$ cat src/rtl/pq_request_frontend.sv
// Command frontend for the register-tree priority queue: turns enq/deq
// handshakes into one-cycle tree commands, then idles while the tree settles.
//
// Ports:
//   i_CLK, i_RST        clock, synchronous active-high reset
//   i_enq_valid/o_enq_ready/i_enq_data   enqueue request (data 0 is dropped)
//   i_deq_valid/o_deq_ready              dequeue request
//   o_rsp_valid/i_rsp_ready/o_rsp_data   dequeued old-root response
//   o_drop_zero         one-cycle pulse when a zero enqueue is discarded
//   o_busy              high while a command or settle window is in progress
//   o_pq_wrt/o_pq_read/o_pq_data         command to the tree
//   i_pq_full/i_pq_empty/i_pq_data       tree status and current root
module pq_request_frontend #(
  parameter int DATA_WIDTH    = 16,
  parameter int QUEUE_SIZE    = 15,
  parameter int SETTLE_CYCLES = 4
) (
  input  logic                  i_CLK,
  input  logic                  i_RST,
  input  logic                  i_enq_valid,
  output logic                  o_enq_ready,
  input  logic [DATA_WIDTH-1:0] i_enq_data,
  input  logic                  i_deq_valid,
  output logic                  o_deq_ready,
  output logic                  o_rsp_valid,
  input  logic                  i_rsp_ready,
  output logic [DATA_WIDTH-1:0] o_rsp_data,
  output logic                  o_drop_zero,
  output logic                  o_busy,
  output logic                  o_pq_wrt,
  output logic                  o_pq_read,
  output logic [DATA_WIDTH-1:0] o_pq_data,
  input  logic                  i_pq_full,
  input  logic                  i_pq_empty,
  input  logic [DATA_WIDTH-1:0] i_pq_data
);

  typedef enum logic [1:0] {
    IDLE,
    CMD,
    SETTLE
  } state_t;

  localparam int CW =
    (SETTLE_CYCLES > 1) ? $clog2(SETTLE_CYCLES) : 1;
  localparam logic [CW-1:0] CNT_INIT =
    (SETTLE_CYCLES > 0) ? CW'(SETTLE_CYCLES - 1) : '0;

  state_t                state;
  state_t                state_nxt;
  logic [CW-1:0]         cnt;
  logic [CW-1:0]         cnt_nxt;
  logic                  wrt_nxt;
  logic                  read_nxt;
  logic [DATA_WIDTH-1:0] pqd_nxt;
  logic                  rspv_nxt;
  logic [DATA_WIDTH-1:0] rspd_nxt;
  logic                  drop_nxt;
  logic                  enq_fire;
  logic                  deq_fire;
  logic                  enq_zero;

  // A full tree still takes an enqueue when it is paired with a dequeue
  assign o_deq_ready = (state == IDLE) && !i_pq_empty && !o_rsp_valid;
  assign o_enq_ready = (state == IDLE) &&
                       (!i_pq_full || (i_deq_valid && o_deq_ready));

  assign enq_fire = i_enq_valid && o_enq_ready;
  assign deq_fire = i_deq_valid && o_deq_ready;
  assign enq_zero = (i_enq_data == '0);
  assign o_busy   = (state != IDLE);

  always_comb begin
    state_nxt = state;
    cnt_nxt   = cnt;
    wrt_nxt   = 1'b0;
    read_nxt  = 1'b0;
    pqd_nxt   = '0;
    rspv_nxt  = o_rsp_valid && !i_rsp_ready;
    rspd_nxt  = o_rsp_data;
    drop_nxt  = enq_fire && enq_zero;
    unique case (state)
      IDLE: begin
        if ((enq_fire && !enq_zero) || deq_fire) begin
          wrt_nxt   = enq_fire && !enq_zero;
          read_nxt  = deq_fire;
          pqd_nxt   = wrt_nxt ? i_enq_data : '0;
          state_nxt = CMD;
        end
      end
      CMD: begin
        // Root is still the pre-command value during this cycle
        if (o_pq_read) begin
          rspv_nxt = 1'b1;
          rspd_nxt = i_pq_data;
        end
        if (SETTLE_CYCLES == 0) begin
          state_nxt = IDLE;
        end else begin
          state_nxt = SETTLE;
          cnt_nxt   = CNT_INIT;
        end
      end
      SETTLE: begin
        if (cnt == '0) begin
          state_nxt = IDLE;
        end else begin
          cnt_nxt = cnt - 1'b1;
        end
      end
      default: state_nxt = IDLE;
    endcase
  end

  always_ff @(posedge i_CLK) begin
    if (i_RST) begin
      state       <= IDLE;
      cnt         <= '0;
      o_pq_wrt    <= 1'b0;
      o_pq_read   <= 1'b0;
      o_pq_data   <= '0;
      o_rsp_valid <= 1'b0;
      o_rsp_data  <= '0;
      o_drop_zero <= 1'b0;
    end else begin
      state       <= state_nxt;
      cnt         <= cnt_nxt;
      o_pq_wrt    <= wrt_nxt;
      o_pq_read   <= read_nxt;
      o_pq_data   <= pqd_nxt;
      o_rsp_valid <= rspv_nxt;
      o_rsp_data  <= rspd_nxt;
      o_drop_zero <= drop_nxt;
    end
  end

  a_qsize: assert property (@(posedge i_CLK) QUEUE_SIZE > 0);

  a_wrt_full: assert property (@(posedge i_CLK) disable iff (i_RST)
    (o_pq_wrt && !o_pq_read) |-> !i_pq_full);

  a_read_empty: assert property (@(posedge i_CLK) disable iff (i_RST)
    o_pq_read |-> !i_pq_empty);

  a_wrt_data: assert property (@(posedge i_CLK) disable iff (i_RST)
    o_pq_wrt |-> (o_pq_data != '0));

endmodule

$ cat config.mk
export PLATFORM = sky130hd
export DESIGN_NAME = pq_request_frontend
export DESIGN_NICKNAME = d
export VERILOG_FILES = /design/src/rtl/pq_request_frontend.sv
export SDC_FILE = /design/constraint.sdc
export NUM_CORES = 1
export LEC_CHECK = 0
export BUFFER_PORTS_ARGS = -buffer_cell sky130_fd_sc_hd__buf_2
export CORE_MARGIN = 5
export CORE_UTILIZATION = 43
export DETAILED_ROUTE_END_ITERATION = 10
export GPL_TIMING_DRIVEN = 0
export HOLD_SLACK_MARGIN = 0.06
export PLACE_DENSITY_LB_ADDON = 0.05
export RECOVER_POWER = 25
export SYNTH_ARGS = -nofsm -noshare
export SYNTH_HDL_FRONTEND = slang
export SYNTH_SLANG_ARGS = --single-unit
$ cat constraint.sdc
create_clock -name i_CLK -period 1.8 [get_ports i_CLK]
set_clock_uncertainty 0.2 [all_clocks]
set_input_delay 0.09 -clock i_CLK [delete_from_list [all_inputs] [get_ports i_CLK]]
set_output_delay 0.09 -clock i_CLK [all_outputs]
set_load 0.01 [all_outputs]
==> results.py, run 1 <==
metrics = {
    "synth": {
        "synth_nets": 188,
        "ys_types": 26,
        "synthCells": 148,
        "synth_edf_count": 0,
        "synthArstFlopShare_pct": 0,
        "yosys_warnings": 0,
        "seq_area_frac_synth_pct": 58.0,
        "synth_commonest_cells": "dfxtp_1, nand2_1, a21oi_1, and2_1",
        "syn_avg_cell_area_um2": 9.32,
        "synth.area.top_cells": "dfxtp_1, nand2_1, and2_1",
        "synth_ff_type": "dfxtp_1",
        "synth_most_common_cell": "dfxtp_1",
        "synthDominantCellAreaShare_pct": 58.0,
        "netlist_area_um2": 1380,
        "synth_area_leader_cell": "dfxtp_1",
        "synth_seq_cells": 40,
    },
    "worst_hold_path": {
        "hold_path_depth": 2,
        "hp-class": "input port to flop",
    },
    "clock_network": {
        "cts_buffers": 5,
        "htree_num_levels": 2,
        "clk_latency_ps": 320,
        "cts_tree": "built",
        "root_buffer": "clkbuf_4",
        "clockBufferDepth": 2,
        "clkTransAtPathRegs_ps": 100,
        "clock_sink_count": 40,
    },
    "pwr": {
        "power_frac_clock_pct": 25.3,
        "power_frac_comb_pct": 16.2,
        "power.net_switching_mw": 0.384,
        "p_leak_nw": 0.940,
        "swShare_pct": 24.3,
        "ir_worst_vdd_uv": 484,
        "power-per-cell-area_nw_per_um2": 724,
        "power.total_mw": 1.58,
        "p_seq_share_pct": 58.5,
        "p_int_mw": 1.19,
    },
    "detailed_routing": {
        "drt-vias-per-instance": 4.69,
        "drt_iter0_drc": 36,
        "wl_mm": 4.06,
        "drc_errors": 0,
        "drtAntennaViolNets": 0,
        "wl_per_cell_um": 13.5,
        "via_count": 1416,
        "firstDrtPassIters": 4,
    },
    "final_layout": {
        "final_nets": 298,
        "antenna_cells": 0,
        "n_fill_cell": 265,
        "drive_above_1_share_pct": 32.6,
        "final_cells": 302,
        "area_delta_synth_final_pct": 58.0,
        "final_area_um2": 2180,
    },
    "grt": {
        "grt_use_met2_pct": 32.3,
        "grt_max_degree": 12,
        "grt_pass1_vias": 1383,
        "top_usage_layer": "met2",
        "use_met3_pct": 5.56,
        "grt_pass1_wl_mm": 6.04,
        "grt_overflow": 0,
        "antenna_found_initial": 0,
        "grtUsageTotal_pct": 17.9,
        "grtUsageMet1_pct": 19.1,
    },
    "floorplanning": {
        "coreArea_um2": 3080,
        "row_count": 20,
        "dieHeight_um": 66.7,
        "start_util_pct": 44.8,
        "die_area_um2": 4440,
        "io_pins": 78,
        "fp.dieW_um": 66.7,
    },
    "placed_design": {
        "dp_hpwl_mm": 2.60,
        "place_inst": 269,
        "port_buffers": 77,
        "globalplace.congestion": 0.705,
        "dpl_cell_area_um2": 1820,
    },
    "timing": {
        "min_period_ps": 1840,
        "hold_viol": 15,
        "slew_headroom_pct": 60.6,
        "slew_viol_final": 0,
        "max_freq_mhz": 544,
        "timing.final.crit_share_pct": 102,
        "tns_ps": -243,
        "setup_viol": 11,
        "worst_hold_slack_ps": -214,
        "tightestPinTransition_ps": 585,
        "worst_slack_ps": -38.4,
    },
    "outcome": {
        "status": "finished, violations left",
        "violations": "negative hold slack, negative setup slack",
    },
    "setup_path": {
        "cp-end-kind": "flop",
        "worstPathMaxFanout": 8,
        "required_ps": 1820,
        "path_class": "input port to flop",
        "start_kind": "input port",
        "worstPathArrival_ps": 1860,
        "r2r_cells": 6,
    },
    "run": {
        "cap_violations": 0,
    },
}
## power groups by stage
stage                     sequential, mW  clock [mW]  combinational, mW
after global routing               0.927       0.470              0.276
after floorplan                    0.951           0             0.0874
final                              0.924       0.400              0.255
after detailed placement           0.942           0              0.186
after CTS                          0.922       0.420              0.227
after global placement             0.941           0              0.180
## worst paths after layout
| path | slack (ps) | from | to |
|---|---|---|---|
| worst max register to register | 10 | state[0] | o_pq_data[5] |
| worst min-delay path | -210 | i_enq_data[3] | o_pq_data[3] |
| worst max-delay path | -40 | i_enq_data[13] | o_pq_data[5] |
| worst min register to register | 260 | o_rsp_data[1] | o_rsp_data[1] |
## final cells by class
cell class | instances | area (um^2) | share of cell area (%)
sequential | 40 | 803 | 36.8
timing repair buffer | 104 | 648 | 29.7
multi-input combinational | 98 | 573 | 26.3
tap | 44 | 55.1 | 2.52
buffer | 6 | 43.8 | 2.01
clock buffer | 6 | 41.3 | 1.89
inverter | 3 | 11.3 | 0.516
clock inverter | 1 | 5.00 | 0.229
## metal layers
metal	vias up	routed length (um)	share of wire [%]
met2	57	2030	50
met4	0	87	2.1
met3	8	321	7.9
li1	706	-	-
met5	-	0	0
met1	645	1620	40
## critical path: stages
cell	delay (ps)
dlygate4sd3_1	540
buf_2	150
nor4_4	320
a41oi_2	170
and4b_4	290
clkbuf_16	160
and2_1	140
## repair_timing
action	4_1_cts	5_1_grt
hold buffers	24	1
cloned	0	1
pin swaps	0	2
gates resized for setup	1	12
hold endpoints to repair	38	16
buffers inserted	0	2
endpoints found under the setup margin	10	21
## cell families after synthesis
kind of cell | synth area share, %
flip-flops | 58.0
multiplexers | 0.816
AND/OR/NAND/NOR | 26.3
AO/OA/AOI/OAI | 9.79
adder cells (fa/ha/maj) | 0.906
buffers and inverters | 4.17
## flip-flops by register name, indices dropped and copies added, names as in the netlist
signal,cells
o_drop_zero,1
state,2
o_pq_wrt,1
o_rsp_valid,1
o_pq_read,1
cnt,2
o_rsp_data,16
o_pq_data,16
## placed cells by master, fill, tap and decap left out, types with 3 or more instances in the layout
master         synthesis  final
nor3_1                 4      3
dlygate4sd3_1          0     25
nand2b_1               3      3
clkbuf_4               0      5
buf_2                  1     59
a21oi_1               19     19
inv_1                  3      3
nand2_1               34     34
clkbuf_1               4     21
and2_1                16     16
dfxtp_1               40     38
## through the flow
stage	hold WS, ps	util, %	setup slack, ps
floorplan	-37.2	-	72.5
CTS	-243	68.5	33.7
finish	-214	70.9	-38.4
global route	-237	70.9	-73.6
detailed placement	110	59.1	-37.2
global placement	105	59.1	43.6
No activity file was read; power rests on OpenSTA's default activity.
==> run 2, diff against run 1 <==
Settings changed: CELL_PAD_IN_SITES_DETAIL_PLACEMENT set to 0, CELL_PAD_IN_SITES_GLOBAL_PLACEMENT set to 1, CORE_UTILIZATION 43 to 30, SKIP_LAST_GASP set to 1.
==> run 2 against run 1 <==
Routed wire length fell by 7.1%. Register-to-register slack gained 50 ps. Core utilization is 20 points lower. Global-route usage is 5.6 points lower. Via count decreased by 4.7%. First-iteration DRC count grew 44%. Design area grew 2.1%. Hold slack gained 32 ps. Clock-buffer cell count down 1. The run ends with negative hold slack left. Worst setup slack better by 89 ps. Non-clock buffer count down 1.
==> results.py, run 2 (synthesis gave the netlist of run 1 again) <==
metrics = {
    "outcome": {
        "status": "finished, violations left",
        "violations": "negative hold slack",
    },
    "final_layout": {
        "antenna_cells": 0,
        "final_cells": 310,
        "post-route-util_pct": 50.5,
        "area_delta_synth_final_pct": 61.4,
        "final_area_um2": 2230,
        "layout_common_cells": "buf_2, dfxtp_1, nand2_1",
        "drive_above_1_share_pct": 31.8,
        "final_common_cell": "buf_2",
        "final_nets": 297,
        "reg_top3": "o_pq_data (16), o_rsp_data (16)",
        "n_fill_cell": 428,
    },
    "clock_network": {
        "clk_latency_ps": 280,
        "cts_tree": "built",
        "cts_buffers": 5,
        "clkTransAtPathRegs_ps": 80,
        "clockBufferDepth": 2,
        "clock_sink_count": 40,
        "root_buffer": "clkbuf_8",
        "htree_num_levels": 2,
    },
    "timing": {
        "timing.final.crit_share_pct": 97.2,
        "max_freq_mhz": 572,
        "tns_ps": 0,
        "rsz0062_at_grt": "yes",
        "slew_headroom_pct": 61.8,
        "hold_viol": 14,
        "slew_viol_final": 0,
        "tightestPinTransition_ps": 568,
        "setup_viol": 0,
        "worst_hold_slack_ps": -182,
        "worst_slack_ps": 50.5,
        "min_period_ps": 1750,
    },
    "detailed_routing": {
        "drt_iter0_drc": 52,
        "drc_errors": 0,
        "drtAntennaViolNets": 0,
        "firstDrtPassIters": 4,
        "wl_mm": 3.77,
        "via_count": 1349,
        "wl_per_cell_um": 12.2,
        "drt-vias-per-instance": 4.35,
    },
    "setup_path": {
        "cp-end-kind": "flop",
        "worstPathMaxFanout": 10,
        "max_stage_delay_ps": 530,
        "ff2ff_setup_slack_ps": 60,
        "critical-path-top-delay-family": "buffers and inverters",
        "worstPathArrival_ps": 1730,
        "path_cells": "dlygate4sd3_1 > buf_2 > nor4_2 > a41oi_2 > and4b_4 > buf_8 > and2_1",
        "required_ps": 1780,
        "cp_num_buf_inv": 3,
        "r2r_cells": 6,
        "rr_endpoint": "o_pq_data[9]",
        "cpMaxStageDelayCell": "dlygate4sd3_1",
        "start_kind": "input port",
        "reg2reg_from": "state[0]",
        "path_class": "input port to flop",
    },
    "grt": {
        "grtUsageTotal_pct": 12.2,
        "grt_max_degree": 14,
        "grt_use_met2_pct": 20.9,
        "grt_pass1_wl_mm": 6.06,
        "grt_pass1_vias": 1353,
        "grtUsageMet1_pct": 14.0,
        "antenna_found_initial": 0,
        "top_usage_layer": "met2",
        "use_met3_pct": 4.98,
        "grt_overflow": 0,
    },
    "placed_design": {
        "dpl_cell_area_um2": 1830,
        "place_inst": 277,
        "pre_cts_ws_ps": -2.63,
        "globalplace.congestion": 0.754,
        "dp_hpwl_mm": 2.80,
        "port_buffers": 77,
    },
    "run": {
        "cap_violations": 0,
    },
    "pwr": {
        "power-per-cell-area_nw_per_um2": 843,
        "power_frac_clock_pct": 38.1,
        "power_frac_comb_pct": 12.8,
        "swShare_pct": 22.6,
        "power.net_switching_mw": 0.425,
        "power.total_mw": 1.88,
        "p_int_mw": 1.45,
        "p_leak_nw": 0.962,
        "ir_worst_vdd_uv": 359,
        "p_seq_share_pct": 49.1,
    },
    "worst_hold_path": {
        "timing.hold.worst_endpoint": "o_pq_data[0]",
        "hp-class": "input port to flop",
        "min_from": "i_enq_data[0]",
        "hold_path_depth": 2,
    },
    "floorplanning": {
        "fp.dieW_um": 77.8,
        "start_util_pct": 31.3,
        "coreArea_um2": 4410,
        "row_count": 24,
        "die_area_um2": 6060,
        "dieHeight_um": 77.8,
        "io_pins": 78,
    },
}
-- run 2: changes by cell type in the layout (fill, tap and decap cells not counted), moves of 2 or more --
cell | before | now
buf_2 | 59 | 61
buf_4 | 2 | 0
clkbuf_1 | 21 | 18
clkbuf_4 | 5 | 1
clkbuf_8 | 0 | 5
dfxtp_1 | 38 | 40
dfxtp_2 | 2 | 0
or2_1 | 0 | 2
or2_4 | 2 | 0
-- run 2: power groups by stage --
| stage | clock network, mW | logic (mW) | registers [mW] |
|---|---|---|---|
| 2_1_floorplan | 0 | 0.0874 | 0.951 |
| 3_3_place_gp | 0 | 0.183 | 0.941 |
| 3_5_place_dp | 0 | 0.187 | 0.942 |
| 4_1_cts | 0.742 | 0.227 | 0.921 |
| 5_1_grt | 0.777 | 0.266 | 0.925 |
| 6_report | 0.716 | 0.240 | 0.922 |
-- run 2: worst max-delay path by stage --
stage	startpoint	end	cells past startpoint
detailed placement	state[0]	o_rsp_data[5]	6
finish	i_enq_data[11]	o_pq_data[9]	7
global placement	state[0]	o_rsp_data[5]	6
CTS	i_enq_data[15]	o_pq_data[7]	7
floorplan	o_rsp_valid	o_pq_data[1]	5
global route	state[0]	o_pq_data[2]	6
-- run 2: per-layer routing --
| layer | wire length (um) | vias up |
|---|---|---|
| met5 | 0 | - |
| met4 | 44 | 0 |
| met3 | 323 | 6 |
| met2 | 1790 | 42 |
| met1 | 1620 | 595 |
| li1 | - | 706 |
-- run 2: cell type report --
| cell class | instances | area [um^2] | area share [%] |
|---|---|---|---|
| clock buffer | 5 | 68.8 | 3.09 |
| timing repair buffer | 103 | 636 | 28.5 |
| tap | 52 | 65.1 | 2.92 |
| buffer | 6 | 46.3 | 2.08 |
| clock inverter | 3 | 42.5 | 1.91 |
| inverter | 3 | 11.3 | 0.506 |
| multi-input combinational | 98 | 557 | 25.0 |
| sequential | 40 | 801 | 36.0 |
-- run 2: worst reg2reg max path, delay by kind of cell (launching register included) --
kind	cells	cell delay, ps
buffers and inverters	2	260
and+or+nand+nor	3	750
DFF	1	310
AOI/OAI and AO/OA	1	180
-- run 2: repair_timing --
action	4_1_cts	5_1_grt
setup endpoints to repair	7	20
cloned	0	0
hold buffers	23	2
gates resized for setup	1	7
endpoints found under the hold margin	38	17
pin swaps	0	2
setup buffers	0	1
==> run 3, diff against run 2 <==
Clock period 1.8 ns to 1.95 ns, I/O delays scaled along.
==> run 3 against run 2 <==
The run still ends with negative hold slack left. Worst setup slack better by 17 ps. Via count is 3.8% higher. Global-route usage is 0.31 points higher. Clock power is 7.8% lower. Hold slack better by 26 ps. Sequential share of layout area is 1.7 points lower. Combinational power hardly changed. Routed wire length is 2.2% higher. Die area stayed put. Design area is 5.0% higher. Clock-buffer cell count stayed put.
==> results.py, run 3 (synthesis gave the netlist of run 1 again) <==
metrics = {
    "grt": {
        "grtUsageTotal_pct": 12.5,
        "top_usage_layer": "met2",
        "grtUsageMet1_pct": 14.6,
        "grt_pass1_vias": 1393,
        "grt_use_met2_pct": 21.3,
        "use_met3_pct": 4.86,
        "grt_pass1_wl_mm": 6.23,
        "grt_overflow": 0,
        "grt_max_degree": 14,
        "antenna_found_initial": 0,
    },
    "final_layout": {
        "drive_above_1_share_pct": 29.7,
        "final_nets": 312,
        "final_area_um2": 2340,
        "layout_common_cells": "buf_2, dfxtp_1, dlygate4sd3_1",
        "multi_input_area_um2": 548,
        "area_delta_synth_final_pct": 69.4,
        "reg_top3": "o_pq_data (16), o_rsp_data (16)",
        "regArea_um2": 801,
        "final_common_cell": "buf_2",
        "n_fill_cell": 426,
        "antenna_cells": 0,
    },
    "floorplanning": {
        "dieHeight_um": 77.8,
        "fp.dieW_um": 77.8,
        "coreArea_um2": 4410,
        "die_area_um2": 6060,
        "io_pins": 78,
        "start_util_pct": 31.3,
        "row_count": 24,
    },
    "outcome": {
        "violations": "negative hold slack",
        "status": "finished, violations left",
    },
    "setup_path": {
        "cp-end-kind": "flop",
        "worstPathArrival_ps": 1870,
        "start_kind": "input port",
        "ff2ff_setup_slack_ps": 140,
        "reg2reg_from": "state[0]",
        "path_class": "input port to flop",
        "r2r_cells": 6,
        "worstPathMaxFanout": 4,
        "required_ps": 1940,
        "rr_endpoint": "o_pq_read",
    },
    "placed_design": {
        "globalplace.congestion": 0.754,
        "dpl_cell_area_um2": 1830,
        "dp_hpwl_mm": 2.80,
        "port_buffers": 77,
    },
    "timing": {
        "slew_viol_final": 0,
        "setup_viol": 0,
        "worst_hold_slack_ps": -155,
        "tightestPinTransition_ps": 450,
        "tns_ps": 0,
        "min_period_ps": 1880,
        "timing.final.crit_share_pct": 96.6,
        "hold_viol": 3,
        "slew_headroom_pct": 69.9,
        "rsz0062_at_grt": "no",
        "max_freq_mhz": 531,
    },
    "detailed_routing": {
        "wl_per_cell_um": 11.9,
        "wl_mm": 3.86,
        "firstDrtPassIters": 4,
        "drc_errors": 0,
        "via_count": 1400,
        "drt_iter0_drc": 40,
        "drt-vias-per-instance": 4.31,
        "drtAntennaViolNets": 0,
    },
    "clock_network": {
        "clkTransAtPathRegs_ps": 80,
        "clock_sink_count": 40,
        "cts_buffers": 5,
        "cts_tree": "built",
        "htree_num_levels": 2,
        "clk_latency_ps": 280,
        "root_buffer": "clkbuf_8",
        "clockBufferDepth": 2,
    },
    "worst_hold_path": {
        "hold_path_depth": 2,
        "hp-class": "input port to flop",
        "min_from": "i_enq_data[2]",
        "timing.hold.worst_endpoint": "o_pq_data[2]",
    },
    "pwr": {
        "power-per-cell-area_nw_per_um2": 748,
        "ir_worst_vdd_uv": 330,
        "p_leak_nw": 1.01,
    },
    "run": {
        "cap_violations": 0,
    },
}
## run 3: cell types whose count changed in the layout (fill, tap and decap cells not counted), sizes merged
cell         previous run  this run
clkbuf                 25        28
dlygate4sd3            25        37
## run 3: metal layers
layer	part of all wire, %	routed length [um]
met5	0	0
met4	1.1	44
met3	8.3	319
met2	48	1830
met1	43	1660
## run 3: final cells by class
| type | instances | share of cell area, % |
|---|---|---|
| well taps | 52 | 2.78 |
| inverters | 3 | 0.482 |
| multi-input cells | 98 | 23.4 |
| repair buffers | 117 | 32.3 |
| flip-flops and latches | 40 | 34.2 |
| clock inverters | 3 | 1.82 |
| plain buffers | 7 | 2.03 |
| clock buffers | 5 | 2.94 |
## run 3: how the worst max path moves through the flow
stage	slack, ps	end	start
after detailed placement	150	o_rsp_data[5]	state[0]
after global routing	4	o_pq_data[8]	i_pq_empty
final	70	o_pq_data[15]	i_enq_data[1]
after floorplan	220	o_pq_data[1]	o_rsp_valid
after global placement	200	o_rsp_data[5]	state[0]
after CTS	20	o_pq_data[7]	i_enq_data[7]
## run 3: worst max-delay path, stage by stage
cell	delay (ps)
dlygate4sd3_1	530
buf_2	140
nor4_2	370
a41oi_1	190
and4b_4	260
buf_4	140
and2_1	150
## run 3: power by group
part           total (mW)  switching, mW  leakage, nW  internal (mW)
clock network       0.660          0.281       0.0541          0.378
logic               0.238          0.100        0.629          0.138
registers           0.851         0.0104        0.324          0.841
total                1.75          0.392         1.01           1.36
## run 3: repair_timing
item | 4_1_cts | 5_1_grt
endpoints found under the setup margin | 0 | 16
buffers inserted | 0 | 3
resized for setup | 0 | 7
endpoints found under the hold margin | 38 | 4
hold buffers | 36 | 1
## run 3: stage by stage
stage	util [%]	power [mW]	hold slack, ps	setup slack (ps)	instances
global route	53.0	1.83	-161	3.54	325
CTS	52.2	1.77	-180	15.2	321
detailed placement	41.5	1.04	118	147	277
global placement	41.5	1.04	115	204	277
floorplan	-	0.958	-29.7	222	148
finish	53.0	1.75	-155	67.0	325
